===== config.mk =====
export PLATFORM = sky130hd
export DESIGN_NAME = fetch_stage
export DESIGN_NICKNAME = d
export VERILOG_FILES = /design/src/rtl/fetch_stage.sv
export SDC_FILE = /design/constraint.sdc
export NUM_CORES = 1
export LEC_CHECK = 0
export BUFFER_PORTS_ARGS = -buffer_cell sky130_fd_sc_hd__buf_2
export CORE_MARGIN = 2
export CORE_UTILIZATION = 40
export CTS_CLUSTER_DIAMETER = 30
export DETAILED_ROUTE_END_ITERATION = 6
export PLACE_DENSITY = 0.71
export SLEW_MARGIN = 20
export SYNTH_ARGS = -nofsm -noshare
export SYNTH_HDL_FRONTEND = slang
export SYNTH_SLANG_ARGS = --single-unit

===== constraint.sdc =====
create_clock -name clk -period 1.8 [get_ports clk]
set_clock_uncertainty 0.05 [all_clocks]
set_input_delay 0.54 -clock clk [delete_from_list [all_inputs] [get_ports clk]]
set_output_delay 0.54 -clock clk [all_outputs]
set_load 0.05 [all_outputs]

===== src/rtl/fetch_stage.sv =====
// rtl/fetch_stage.sv - MIPS instruction-fetch stage: PC register, next-PC select, IF/ID register, run control
module fetch_stage #(
   parameter int unsigned PC_WIDTH = 32,
   parameter int unsigned INSTR_WIDTH = 32,
   parameter logic [PC_WIDTH-1:0] RESET_PC = '0,
   parameter logic [INSTR_WIDTH-1:0] NOP_INSTR = '0
) (
   input  logic                   clk,
   input  logic                   rst_n,
   input  logic                   StallF,
   input  logic                   StallD,
   input  logic                   PCSrcD,
   input  logic                   JumpD,
   input  logic [PC_WIDTH-1:0]    PCBranchD,
   input  logic [PC_WIDTH-1:0]    PCJumpD,
   input  logic                   HaltD,
   input  logic [INSTR_WIDTH-1:0] InstrF,
   output logic [PC_WIDTH-1:0]    PCF,
   output logic [INSTR_WIDTH-1:0] InstrD,
   output logic [PC_WIDTH-1:0]    PCPlus4D,
   output logic                   ValidD,
   output logic                   Halted
);

   typedef enum logic [1:0] {BOOT = 2'd0, RUN = 2'd1, HALTED = 2'd2} runState_t;

   runState_t              state, stateNext;
   logic [PC_WIDTH-1:0]    pcNext, pcPlus4F, pcPlus4Next;
   logic [INSTR_WIDTH-1:0] instrNext;
   logic                   validNext;
   logic                   redirect, haltNow;

   assign pcPlus4F = PCF + PC_WIDTH'(4);
   assign redirect = JumpD | PCSrcD;
   assign haltNow  = HaltD & ValidD & ~StallD;
   assign Halted   = (state == HALTED);

   always_comb begin
      stateNext   = state;
      pcNext      = PCF;
      instrNext   = InstrD;
      pcPlus4Next = PCPlus4D;
      validNext   = ValidD;
      case (state)
         BOOT: begin
            stateNext   = RUN;
            instrNext   = NOP_INSTR;
            pcPlus4Next = '0;
            validNext   = 1'b0;
         end
         RUN: begin
            // Halt beats any redirect: the halt instruction itself sits in decode.
            if (haltNow) begin
               stateNext   = HALTED;
               instrNext   = NOP_INSTR;
               pcPlus4Next = '0;
               validNext   = 1'b0;
            end else begin
               if (!StallF) begin
                  if (JumpD)       pcNext = PCJumpD;
                  else if (PCSrcD) pcNext = PCBranchD;
                  else             pcNext = pcPlus4F;
               end
               if (!StallD) begin
                  if (redirect) begin
                     instrNext   = NOP_INSTR;
                     pcPlus4Next = '0;
                     validNext   = 1'b0;
                  end else begin
                     instrNext   = InstrF;
                     pcPlus4Next = pcPlus4F;
                     validNext   = 1'b1;
                  end
               end
            end
         end
         HALTED: begin
            instrNext   = NOP_INSTR;
            pcPlus4Next = '0;
            validNext   = 1'b0;
         end
         default: begin
            stateNext   = BOOT;
            instrNext   = NOP_INSTR;
            pcPlus4Next = '0;
            validNext   = 1'b0;
         end
      endcase
   end

   always_ff @(posedge clk or negedge rst_n) begin
      if (!rst_n) begin
         state    <= BOOT;
         PCF      <= RESET_PC;
         InstrD   <= NOP_INSTR;
         PCPlus4D <= '0;
         ValidD   <= 1'b0;
      end else begin
         state    <= stateNext;
         PCF      <= pcNext;
         InstrD   <= instrNext;
         PCPlus4D <= pcPlus4Next;
         ValidD   <= validNext;
      end
   end

endmodule

==> key figures <==
Logic synthesis
  • Register area share after synthesis: 50.9%
  • Post-Syn Area: 4870 um2
  • Seq cells post-synth: 99
  • Ranking of synthesized cells by area: dfrtp_1, a22o_1, o21ai_0
  • Area leader, netlist: dfrtp_1
  • Ys async rst share: 100%
  • Syn avg cell area: 10.0 um2
  • Syn nets: 590
  • Synth warnings: 0
  • Cell count after synthesis: 486
  • Top_reg_cell synth: dfrtp_1
  • Yosys top cell area share: 50.9%
  • Distinct cell type count after synthesis: 45
  • EDFF count, synth: 0

STA
  • Setup TNS: -0.355 ns
  • Fmax: 0.527 GHz
  • Min cycle time layout: 1.90 ns
  • Endpoints failing setup: 8
  • Final Max Tran Viols: 0
  • Slew margin rel.: 59.1%
  • RSZ-0062 raised after global routing: yes
  • Final hold slack: 0.117 ns
  • Worst slew pin tran: 0.612 ns
  • Final worst slack: -0.0977 ns
  • Final Hold Fails: 0
  • Final worst-path cycle share: 105%

Pwr
  • P_int: 4.57 mW
  • Net Switching: 2.87 mW
  • Clk pwr share: 28.6%
  • Peak supply drop: 574 uV
  • Net Sw Frac: 38.5%
  • Lkg Pwr: 3.56 nW
  • Gate power share: 35.0%
  • Seq pwr share: 36.4%
  • Power per cell area: 1040 nW/um2

Critical path
  • Crit path DAT: 2.07 ns
  • CP Class: flop to flop
  • R2r worst-path depth: 5
  • Crit path depth: 5
  • Buf+Inv Stages, Crit Path: 0
  • Worst path slowest cell: or4_4
  • Reg-to-Reg End: PCPlus4D[30]
  • Crit-path cells: nand4_1 > or4_4 > nor4_4 > xnor2_1 > o21ai_1
  • Setup crit end kind: flop
  • Worst-path maximum fanout: 4
  • RR Startpoint: PCF[19]
  • Critical Path Max Stage Delay: 0.59 ns
  • Required time of the critical path: 1.98 ns
  • Reg2Reg Setup Slack: -0.1 ns
  • Critical Path Start Type: flop
  • Largest delay share family, worst path: simple AND/OR/NAND/NOR gates

Layout
  • Share of cells above drive strength 1: 47.9%
  • Most frequent cells in the layout: buf_2, dfrtp_1, buf_4
  • Final core occ: 60.1%
  • Fill cell count: 1,024
  • Layout Nets: 836
  • Finished Layout Cells: 885
  • Area Growth Syn to Fin: 47.6%
  • Commonest non-fill, non-tap cell in the layout: buf_2

Global routing
  • Global-route wire length before repair: 25,000 um
  • Vias in the first global route: 4,781
  • Pin count of the biggest net entering global routing: 55
  • GRT Total Usage: 24.6%
  • Grt total ovfl: 0
  • Antenna violations before repair: 1

Drt
  • DRT Pass-1 Iters: 6
  • Initial DRC Count: 357
  • Routed Antenna Nets: 0
  • Via/cell ratio: 5.59
  • Drt total wl: 16,400 um
  • # DRC: 0
  • Wirelength per Cell: 18.5 um
  • Vias: 4,946

Floorplan
  • Width of the die: 114 um
  • Row cnt: 40
  • DIE HEIGHT: 114 um
  • Initial Utilization: 40.7%
  • Total die area: 13,100 um2
  • Core area: 12,000 um2
  • Boundary pin count: 201

Outcome
  • Status: complete, but fails checks
  • Failing checks: setup timing

Placed design
  • Dpl cells: 860
  • Pre-CTS WS: -0.289 ns
  • Port bufs: 200
  • GPL Wtd Cong: 0.955
  • DPL Wire Length: 12,100 um

Clock network
  • CTS tree: built
  • Clock root buffer master: clkbuf_16
  • Hold buffers post-CTS: 0
  • Clock transition at path regs: 0.07 ns
  • CTS buffer count: 9
  • Number of H-tree levels: 3
  • CTS sink cnt: 99
  • Worst-skew pair later-pin latency: 0.35 ns
  • Clk buf depth: 2

Min path
  • Worst hold path class: input pin to asynchronous set/reset pin

Flow run
  • Max-cap check violation count: 0
==> flip-flops by register name, summed over array words and instances (netlist names) <==
name and flops:
PCF 32, state 2, PCPlus4D 32, ValidD 1
InstrD 32
==> Yosys cell counts (6+ instances only) <==
cell type  number
inv_1           8
nor2_1         23
nor3_1          6
a21oi_1        18
xor2_1          7
a22oi_1         8
o21ai_0        68
o2bb2ai_1      10
nand3_1         9
nand2_1        50
clkbuf_1       31
o31a_1          6
xnor2_1        21
a222oi_1        8
buf_2           6
and3_1          8
a22o_1         42
dfrtp_1        99
==> final cells by class <==
class	count	area (um2)	share of cell area, %
inverter	8	32.5	0.453
multi-input combinational	342	2480	34.5
timing repair buffer	272	1650	23.0
clock buffer	10	229	3.19
sequential	99	2510	34.9
antenna	1	2.50	0.0348
clock inverter	6	97.6	1.36
tap	147	184	2.56
==> worst max-delay path by stage <==
stage	startpoint	end	slack, ns
final	PCF[19]	PCPlus4D[30]	-0.1
after global routing	PCF[21]	PCPlus4D[30]	-0.18
after CTS	PCF[19]	PCPlus4D[30]	-0.09
after detailed placement	JumpD	PCF[23]	-0.29
after global placement	JumpD	PCF[23]	-0.18
after floorplan	PCF[20]	PCF[27]	-0.24
==> kinds of logic after synthesis <==
group	after synthesis	share of synthesized area (%)
and+or+nand+nor	128	14.2
DFF	99	50.9
xor gates and xnor gates	28	5.04
buffers and inverters	45	3.63
AOI/OAI and AO/OA	182	25.4
adders and majority gates	1	0.257
muxes	3	0.617
==> power groups by stage <==
stage	clock, mW	combinational, mW	sequential, mW
2_1_floorplan	0	0.686	3.67
3_3_place_gp	0	2.49	2.73
3_5_place_dp	0	2.52	2.74
4_1_cts	2.15	2.56	2.70
5_1_grt	2.24	2.75	2.74
6_report	2.13	2.60	2.71
==> timing repair <==
item	CTS	global route
pin swaps	5	15
setup endpoints to repair	17	63
buffers inserted	1	8
gates resized for setup	12	27
==> layer usage <==
metal | vias up | track usage, % | part of all wire (%) | wire, um
met3 | 41 | 2.91 | 5.2 | 856
li1 | 2297 | - | - | -
met4 | 0 | 12.0 | 3.4 | 554
met1 | 2396 | 34.4 | 44 | 7200
met2 | 212 | 38.0 | 48 | 7800
met5 | - | 0 | 0 | 0
==> through the flow <==
| stage | cell area, um2 | power, mW |
|---|---|---|
| floorplan | 5160 | 4.35 |
| global placement | 6650 | 5.22 |
| detailed placement | 6650 | 5.27 |
| CTS | 7020 | 7.42 |
| global route | 7180 | 7.73 |
| finish | 7180 | 7.44 |
(Power assumes the default switching activity.)
